`src/rtl/zigbee_pkg.sv`:
```
// Shared widths and FSM state type for the nibble packer.
// Contents: NIBBLE_W/WORD_W/NB_SLOTS, state_t {FILL, FULL}, slot-to-select helper.
// Pure declarations, no logic.
package zigbee_pkg;

    localparam int NIBBLE_W = 4;
    localparam int WORD_W   = 32;
    localparam int NB_SLOTS = 8;

    typedef enum logic {
        FILL = 1'b0,
        FULL = 1'b1
    } state_t;

    // Map the running slot index to the demux select. In MSN-first mode the
    // first nibble of a word goes to the top of the word.
    function automatic logic [2:0] slot_to_sel(input logic msn_first, input logic [2:0] slot);
        return msn_first ? (3'd7 - slot) : slot;
    endfunction

endpackage

```
`src/rtl/DEMUX184.sv`:
```
// 4-bit 1:8 demultiplexer: places a nibble into one of eight nibble lanes of a 32-bit word.
// Ports: inData (nibble), inSel (lane 0..7, lane 0 = bits [3:0]), outData (word, other lanes 0).
// Purely combinational, no latency, no flow control.
module DEMUX184
    import zigbee_pkg::*;
(
    input  logic [NIBBLE_W-1:0] inData,
    input  logic [2:0]          inSel,
    output logic [WORD_W-1:0]   outData
);

    always_comb begin
        outData = '0;
        for (int i = 0; i < NB_SLOTS; i++) begin
            if (inSel == 3'(i)) begin
                outData[i*NIBBLE_W +: NIBBLE_W] = inData;
            end
        end
    end

endmodule

```
`src/rtl/nibble_packer.sv`:
```
// Packs a stream of 4-bit nibbles into 32-bit words, with flush to close a partial word.
// Ports: clk/resetn (sync active-low), inData/inValid/inReady/inFlush upstream,
//        outData/outValid/outReady/outCount downstream. Word appears the cycle after the
//        8th accept or the flush; while a word is held, inReady follows outReady.
module nibble_packer
    import zigbee_pkg::*;
#(
    parameter logic MSN_FIRST = 1'b0
) (
    input  logic                clk,
    input  logic                resetn,
    input  logic [NIBBLE_W-1:0] inData,
    input  logic                inValid,
    output logic                inReady,
    input  logic                inFlush,
    output logic [WORD_W-1:0]   outData,
    output logic                outValid,
    input  logic                outReady,
    output logic [3:0]          outCount
);

    state_t              state, state_nxt;
    logic [2:0]          slot, slot_nxt;
    logic [WORD_W-1:0]   word, word_nxt;
    logic [3:0]          cnt, cnt_nxt;
    logic [WORD_W-1:0]   demux_out;
    logic                in_rdy;
    logic                accept;
    logic                take;

    // While a word is held, a nibble can only enter if the word leaves in the
    // same cycle, so input readiness follows outReady. Never depends on inValid.
    assign in_rdy = (state == FILL) || outReady;
    assign accept = inValid && in_rdy;
    assign take   = (state == FULL) && outReady;

    // In FULL the slot counter is always 0, so the demux already targets the
    // first slot of the next word for a take+accept cycle.
    DEMUX184 u_demux (
        .inData  (inData),
        .inSel   (slot_to_sel(MSN_FIRST, slot)),
        .outData (demux_out)
    );

    always_ff @(posedge clk) begin
        if (!resetn) begin
            state <= FILL;
            slot  <= '0;
            word  <= '0;
            cnt   <= '0;
        end else begin
            state <= state_nxt;
            slot  <= slot_nxt;
            word  <= word_nxt;
            cnt   <= cnt_nxt;
        end
    end

    always_comb begin
        state_nxt = state;
        slot_nxt  = slot;
        word_nxt  = word;
        cnt_nxt   = cnt;
        if (state == FILL) begin
            if (accept) begin
                word_nxt = word | demux_out;
                // A flush riding on an accept closes the word including this nibble.
                if (slot == 3'd7 || inFlush) begin
                    state_nxt = FULL;
                    cnt_nxt   = {1'b0, slot} + 4'd1;
                    slot_nxt  = '0;
                end else begin
                    slot_nxt = slot + 3'd1;
                end
            end else if (inFlush && slot != 3'd0) begin
                state_nxt = FULL;
                cnt_nxt   = {1'b0, slot};
                slot_nxt  = '0;
            end
        end else begin
            // Flush is ignored while holding a word.
            if (take) begin
                state_nxt = FILL;
                cnt_nxt   = '0;
                if (accept) begin
                    word_nxt = demux_out;
                    slot_nxt = 3'd1;
                end else begin
                    word_nxt = '0;
                    slot_nxt = 3'd0;
                end
            end
        end
    end

    assign inReady  = in_rdy;
    assign outValid = (state == FULL);
    assign outData  = word;
    assign outCount = cnt;

endmodule

```
`config.mk`:
```
export PLATFORM = sky130hd
export DESIGN_NAME = nibble_packer
export DESIGN_NICKNAME = d
export VERILOG_FILES = /design/src/rtl/zigbee_pkg.sv /design/src/rtl/DEMUX184.sv /design/src/rtl/nibble_packer.sv
export SDC_FILE = /design/constraint.sdc
export NUM_CORES = 1
export LEC_CHECK = 0
export ABC_AREA = 0
export BUFFER_PORTS_ARGS = -buffer_cell sky130_fd_sc_hd__buf_4
export CAP_MARGIN = 20
export CORE_UTILIZATION = 35
export DETAILED_ROUTE_END_ITERATION = 12
export GPL_TIMING_DRIVEN = 0
export PLACE_DENSITY_LB_ADDON = 0.1
export SETUP_SLACK_MARGIN = 0.05
export SYNTH_ARGS = -nofsm -noshare
export SYNTH_HDL_FRONTEND = slang
export SYNTH_SLANG_ARGS = --single-unit
```
`constraint.sdc`:
```
create_clock -name clk -period 2.45 [get_ports clk]
set_input_delay 0.245 -clock clk [delete_from_list [all_inputs] [get_ports clk]]
set_output_delay 0.245 -clock clk [all_outputs]
set_load 0.1 [all_outputs]
```
======== Word level (Yosys, flattened, before mapping) ========
Index checks and enable logic that the tools add are counted.
storage, ports and cells
  input port bits ......................... 9
  output and inout bits ................... 38
  register bits after elaboration ......... 40
  word-level logic and storage cells ...... 57
operators by class
  equality and inequality tests ........... 9
  reduce and logical (&&, ||, !) cells .... 12
  $add $sub $neg .......................... 2
  muxes and demuxes ....................... 28
  bitwise gates (word level) .............. 2
operators by type and width
  operator                                       number
  2-to-1 mux 32 bit                              4
  2-to-1 mux 4 bit                               13
  OR 32 bit                                      1
  2-to-1 mux 3 bit                               5
  == test 3 bit, second input constant           4
  == test 3 x 2 -> 1 bit, second input constant  2
  2-to-1 mux 1 bit                               6
  nonzero test 3 bit                             2
  adder 3 x 1 -> 4 bit, second input constant    1
  AND reduction 2 bit                            2
  adder 3 x 1 -> 3 bit, second input constant    1
  == test 3 x 1 -> 1 bit, second input constant  1
  logical AND 1 bit                              3
  logical NOT 3 bit                              1
  != test 3 x 2 -> 1 bit, second input constant  1
  AND reduction 3 bit                            1
  logical OR 1 bit                               2
  != test 2 x 1 -> 1 bit, second input constant  1
  nonzero test 2 bit                             1
  inverter 1 bit                                 1

======== Logic depth before layout (Yosys ltp) ========
  depth after elaboration ................. 6
  depth in mapped cells ................... 7

======== By module ========
From an unflattened synthesis, not the netlist that was laid out.
second synthesis, totals
  cells, all modules ...................... 237
  area total of the unflattened synthesis .. 2210.9 µm²
by module, submodules not included
  module         cells an instance  times used  area each (µm²)
  nibble_packer  196                1           1781.7
  DEMUX184       41                 1           429.2

======== Least setup slack after synthesis ========
Ideal clock, no wire load.
  path kind ............................... register to register
  start point ............................. register state (netlist: outValid)
  end point ............................... register word[16] (netlist: outData[16])
  arrival ................................. 2.804 ns
  buffers on the path ..................... 1
  cell stages (with the launch flop) ...... 6
  setup slack ............................. -0.475 ns
  clock period less this slack ............ 2.925 ns
  library setup time ...................... 0.121 ns
  path through ............................ dfxtp_1 -> nand2b_1 -> and3_1 -> clkbuf_1 -> a32oi_1 -> nor2b_1
between the ends
  cells in the longest elaborated chain, start to end .. 6
ends and longest elaborated chain
  element                   line                 RTL
  start: declaration        nibble_packer.sv:22  state_t state, state_nxt;
  start signal: assignment  nibble_packer.sv:52  state <= state_nxt;
  inverter 1 bit (*)        --
  logical OR 1 bit (*)      nibble_packer.sv:33  assign in_rdy = (state == FILL) || outReady;
  named net inReady         nibble_packer.sv:14  output logic inReady,
  logical AND 1 bit (*)     nibble_packer.sv:34  assign accept = inValid && in_rdy;
  2-to-1 mux 32 bit         nibble_packer.sv:85  if (accept) begin
  2-to-1 mux 32 bit         nibble_packer.sv:82  if (take) begin
  2-to-1 mux 32 bit         nibble_packer.sv:64  if (state == FILL) begin
  end signal: assignment    nibble_packer.sv:54  word <= word_nxt;
  end: declaration          nibble_packer.sv:24  logic [WORD_W-1:0] word, word_nxt;
Mark *: on every way through the listed nets, which the timed path passes. The rest lies on a longest branch. The select of a mux whose other input is x is not followed.
A chain may end at the register's enable or synchronous reset.

======== Worst setup path in the final report ========
  start point ............................. register slot[0]
  end point ............................... register cnt[3] (netlist: outCount[3])
between the ends
  cells in the longest elaborated chain, start to end .. 4
ends and longest elaborated chain
  element                                                  line                 RTL
  start: declaration                                       nibble_packer.sv:23  logic [2:0] slot, slot_nxt;
  start signal: assignment                                 nibble_packer.sv:53  slot <= slot_nxt;
  adder 3 x 1 -> 4 bit, or another cell as far along       nibble_packer.sv:70  cnt_nxt = {1'b0, slot} + 4'd1;
  2-to-1 mux 4 bit, or another cell as far along           nibble_packer.sv:68  if (slot == 3'd7 || inFlush) begin
  2-to-1 mux 4 bit, or another cell as far along           nibble_packer.sv:65  if (accept) begin
  2-to-1 mux 4 bit or AND reduction 3 bit (tied branches)  --
  end signal: assignment                                   nibble_packer.sv:55  cnt <= cnt_nxt;
  end: declaration                                         nibble_packer.sv:25  logic [3:0] cnt, cnt_nxt;
Parallel ways exist; a longest one is shown, timed or not. The select of a mux whose other input is x is not followed.

==> flow_results.xml <==
<?xml version="1.0" encoding="UTF-8"?>
<metrics>
  <group name="yosys">
    <metric name="synth_top_cell_by_area" unit="">sky130_fd_sc_hd__dfxtp_1</metric>
    <metric name="synth_edf_count" unit="">0</metric>
    <metric name="syn_nets" unit="">188</metric>
    <metric name="share_of_synthesized_flip_flops_with_an_asynchronous_set_or_reset" unit="%">0</metric>
    <metric name="post_synth_xor_area_fraction" unit="%">0.508</metric>
    <metric name="synthSimpleGateAreaFrac" unit="%">21.0</metric>
    <metric name="synth_top_family_by_area" unit="">simple AND/OR/NAND/NOR gates</metric>
    <metric name="syn-mean-instance-area" unit="um2">9.97</metric>
    <metric name="yosys_most_used_dff" unit="">sky130_fd_sc_hd__dfxtp_1</metric>
    <metric name="fraction_of_synthesized_area_in_multiplexers" unit="%">1.74</metric>
    <metric name="compound_gate_fraction_of_synth_area" unit="%">20.4</metric>
    <metric name="synthesis.instances" unit="">173</metric>
    <metric name="synth-seq-area-share" unit="%">46.4</metric>
    <metric name="syn-cell-area" unit="um2">1720</metric>
    <metric name="synthesis.yosys.warnings" unit="">0</metric>
    <metric name="post_synth_main_area_contributors" unit="">sky130_fd_sc_hd__dfxtp_1, sky130_fd_sc_hd__nor2b_1, sky130_fd_sc_hd__a32oi_1</metric>
    <metric name="synth.ff_latch_count" unit="">40</metric>
    <metric name="post_synth_num_cell_types" unit="">27</metric>
    <metric name="synth_adder_area_share" unit="%">4.35</metric>
    <metric name="synth.top_cell.area_share" unit="%">46.4</metric>
  </group>
  <group name="placement">
    <metric name="hpwl" unit="um">3210</metric>
    <metric name="port-buffer-count" unit="">46</metric>
    <metric name="place_congestion" unit="">0.799</metric>
    <metric name="pre_cts_slack" unit="ns">0.423</metric>
  </group>
  <group name="worst_setup_path">
    <metric name="critical_path_buf_inv_count" unit="">2</metric>
    <metric name="worstPathMaxFanout" unit="">6</metric>
    <metric name="reg2regPathDepth" unit="">7</metric>
    <metric name="cp_depth" unit="">7</metric>
    <metric name="path_delay_family" unit="">compound AO/OA/AOI/OAI gates</metric>
    <metric name="slowest_delay" unit="ns">0.45</metric>
    <metric name="cp-startpoint" unit="">slot[0]$_SDFFE_PN0P_</metric>
    <metric name="worstSetupStartpointType" unit="">flop</metric>
    <metric name="critPathRequiredTime" unit="ns">2.63</metric>
    <metric name="critical_path.reg2reg.startpoint" unit="">slot[0]$_SDFFE_PN0P_</metric>
    <metric name="timing_worst_setup_path_type" unit="">reg2reg</metric>
    <metric name="critical_path.slowest_cell" unit="">sky130_fd_sc_hd__dfxtp_1</metric>
    <metric name="crit_chain" unit="">inv_1, ha_1, nor2b_4, o311a_4, or2_1, buf_6, a31o_1</metric>
    <metric name="worstPathArrival" unit="ns">2.24</metric>
    <metric name="end_kind" unit="">flop</metric>
  </group>
  <group name="grt">
    <metric name="grt_pass1_wl" unit="um">6520</metric>
    <metric name="grt_pass1_vias" unit="">1351</metric>
    <metric name="gr-total-overflow" unit="">0</metric>
    <metric name="grt_max_degree" unit="">13</metric>
    <metric name="grt.total_usage" unit="%">16.5</metric>
    <metric name="grt_antenna_before_repair" unit="">0</metric>
  </group>
  <group name="sta">
    <metric name="finalSetupViolCount" unit="">0</metric>
    <metric name="timing.setup.tns" unit="ns">0</metric>
    <metric name="skew" unit="ns">0.00454</metric>
    <metric name="grt_setup_unrepaired" unit="">false</metric>
    <metric name="max_clock_freq" unit="MHz">485</metric>
    <metric name="timing.slew.headroom" unit="%">67.6</metric>
    <metric name="hold_vio_cnt_final" unit="">0</metric>
    <metric name="post-route-worst-setup-slack" unit="ns">0.390</metric>
    <metric name="pins_over_slew_limit" unit="">0</metric>
    <metric name="layout_worst_path_cycle_share" unit="%">84.1</metric>
    <metric name="tightestPinTransition" unit="ns">0.486</metric>
    <metric name="final_critical_path_time_including_i_o_delays_and_setup" unit="ns">2.06</metric>
  </group>
  <group name="detailed_routing">
    <metric name="detailedRoute.firstIterationViolations" unit="">74</metric>
    <metric name="drt_pass1_iterations" unit="">4</metric>
    <metric name="drt-vias-per-instance" unit="">5.01</metric>
    <metric name="antenna_left" unit="">0</metric>
    <metric name="drcViolationCount" unit="">0</metric>
    <metric name="detailroute.via_count" unit="">1473</metric>
    <metric name="postRouteWirelength" unit="um">4250</metric>
    <metric name="detail_route.wl_per_cell" unit="um">14.5</metric>
  </group>
  <group name="power">
    <metric name="peakVddDrop" unit="mV">0.364</metric>
    <metric name="power_frac_seq" unit="%">47.1</metric>
    <metric name="swShare" unit="%">27.6</metric>
    <metric name="comb_power_share" unit="%">16.6</metric>
    <metric name="cell_internal_power" unit="mW">1.04</metric>
    <metric name="clockPowerShare" unit="%">36.3</metric>
    <metric name="power_per_cell_area" unit="nW/um2">633</metric>
    <metric name="switching_power" unit="mW">0.396</metric>
    <metric name="static-leakage-power" unit="nW">0.916</metric>
  </group>
  <group name="clock_tree">
    <metric name="total_number_of_clock_tree_sinks" unit="">40</metric>
    <metric name="worstSkewPairLatency" unit="ns">0.28</metric>
    <metric name="cts-hold-fix-buffers" unit="">0</metric>
    <metric name="cts_repair_resize_count" unit="">0</metric>
    <metric name="clock_tree.root_cell" unit="">sky130_fd_sc_hd__clkbuf_8</metric>
    <metric name="post_cts.repair.setup_buffers" unit="">0</metric>
    <metric name="cts_made_buffers" unit="">5</metric>
    <metric name="cts_tree" unit="">built</metric>
    <metric name="cts.path.max_buffers" unit="">2</metric>
    <metric name="clkTransAtPathRegs" unit="ns">0.07</metric>
    <metric name="clock_tree.htree_level_count" unit="">2</metric>
  </group>
  <group name="job">
    <metric name="drv_cap" unit="">0</metric>
  </group>
  <group name="floorplan">
    <metric name="rows" unit="">25</metric>
    <metric name="design.die.area" unit="um2">5210</metric>
    <metric name="core_area" unit="um2">4720</metric>
    <metric name="dieHeight" unit="um">72.2</metric>
    <metric name="pin_count" unit="">47</metric>
    <metric name="start_util" unit="%">36.5</metric>
    <metric name="die_width" unit="um">72.2</metric>
  </group>
  <group name="hold_path">
    <metric name="worstHoldStart" unit="">inData[1]</metric>
    <metric name="min_path_type" unit="">in2reg</metric>
    <metric name="timing.hold.worst_path_depth" unit="">3</metric>
  </group>
  <group name="final_layout">
    <metric name="post_route_cells_drive_above_1_share" unit="%">26.9</metric>
    <metric name="nNetsFinal" unit="">241</metric>
    <metric name="n_fill_cell" unit="">463</metric>
    <metric name="layout_area_growth_over_synthesis" unit="%">31.3</metric>
    <metric name="layout.cells.most_common" unit="">sky130_fd_sc_hd__buf_4</metric>
    <metric name="n_antenna_cell" unit="">0</metric>
    <metric name="most_used_cells_in_the_layout_excluding_fill_and_tap_cells" unit="">sky130_fd_sc_hd__buf_4, sky130_fd_sc_hd__dfxtp_1, sky130_fd_sc_hd__nor2b_1, sky130_fd_sc_hd__a32oi_1</metric>
  </group>
  <group name="outcome">
    <metric name="result_of_the_run" unit="">finished clean</metric>
  </group>
</metrics>
[sequential cells by signal, indices dropped and copies added, names as in the netlist]
signal / cells
outCount: 4
outData: 32
slot: 3
outValid: 1
[worst reg2reg max path: stages (launching register included)]
cell and delay (ns):
sky130_fd_sc_hd__dfxtp_1 0.45, sky130_fd_sc_hd__inv_1 0.13, sky130_fd_sc_hd__ha_1 0.30, sky130_fd_sc_hd__nor2b_4 0.18, sky130_fd_sc_hd__o311a_4 0.33, sky130_fd_sc_hd__or2_1 0.24
sky130_fd_sc_hd__buf_6 0.13, sky130_fd_sc_hd__a31o_1 0.20
[path summary, 6_finish.rpt]
check	endpoint	slack, ns
hold / removal	outData[13]$_SDFFE_PN0P_	0.28
setup reg to reg	outCount[3]$_SDFFE_PN0P_	0.39
setup / recovery	outCount[3]$_SDFFE_PN0P_	0.39
hold reg to reg	outCount[1]$_SDFFE_PN0P_	0.47
[Yosys cell counts, types with 2 or more instances]
library cell and count:
sky130_fd_sc_hd__dfxtp_1 40, sky130_fd_sc_hd__nor2b_1 38, sky130_fd_sc_hd__a32oi_1 21, sky130_fd_sc_hd__a22oi_1 14
sky130_fd_sc_hd__clkbuf_1 13, sky130_fd_sc_hd__nand2_1 9, sky130_fd_sc_hd__ha_1 6, sky130_fd_sc_hd__inv_1 5
sky130_fd_sc_hd__and3_1 4, sky130_fd_sc_hd__mux2i_1 3, sky130_fd_sc_hd__and2_1 2, sky130_fd_sc_hd__buf_6 2
sky130_fd_sc_hd__nand2b_1 2
[metal layers]
layer	GRT usage [%]	wire [um]
met1	21.5	1930
met2	26.2	2090
met3	4.44	207
met4	5.88	26
met5	0	0
[per-stage QoR]
step                hold WS [ns]  util [%]  area, um2  power [mW]  cells
floorplan                  0.449         -       1730       0.868    173
global placement           0.451      45.7       2160       0.926    286
detailed placement         0.464      45.7       2160       0.929    286
CTS                        0.264      47.9       2260        1.45    294
global route               0.278      47.9       2260        1.49    294
finish                     0.276      47.9       2260        1.43    294
[power by group through the flow]
stage / Sequential [mW] / Combinational, mW / Clock (mW)
after floorplan: 0.774 / 0.0940 / 0
after global placement: 0.690 / 0.237 / 0
after detailed placement: 0.690 / 0.238 / 0
after CTS: 0.675 / 0.239 / 0.540
after global routing: 0.676 / 0.252 / 0.566
final: 0.675 / 0.238 / 0.521
[logic make-up after synthesis]
logic type / Yosys count
XOR/XNOR: 1
AND/OR/NAND/NOR: 60
buffers and inverters: 21
multiplexers: 3
flip-flops: 40
AO/OA/AOI/OAI: 42
adder cells (fa/ha/maj): 6
[final cells by class]
| class | count | area, um2 | area share [%] |
|---|---|---|---|
| clock buffers | 6 | 72.6 | 3.20 |
| plain buffers | 16 | 76.3 | 3.37 |
| clock inverters | 2 | 35.0 | 1.55 |
| repair buffers | 46 | 345 | 15.2 |
| well taps | 67 | 83.8 | 3.70 |
| multi-input cells | 112 | 831 | 36.7 |
| flip-flops and latches | 40 | 802 | 35.4 |
| inverters | 5 | 18.8 | 0.829 |
No activity file was read; power rests on OpenSTA's default activity.
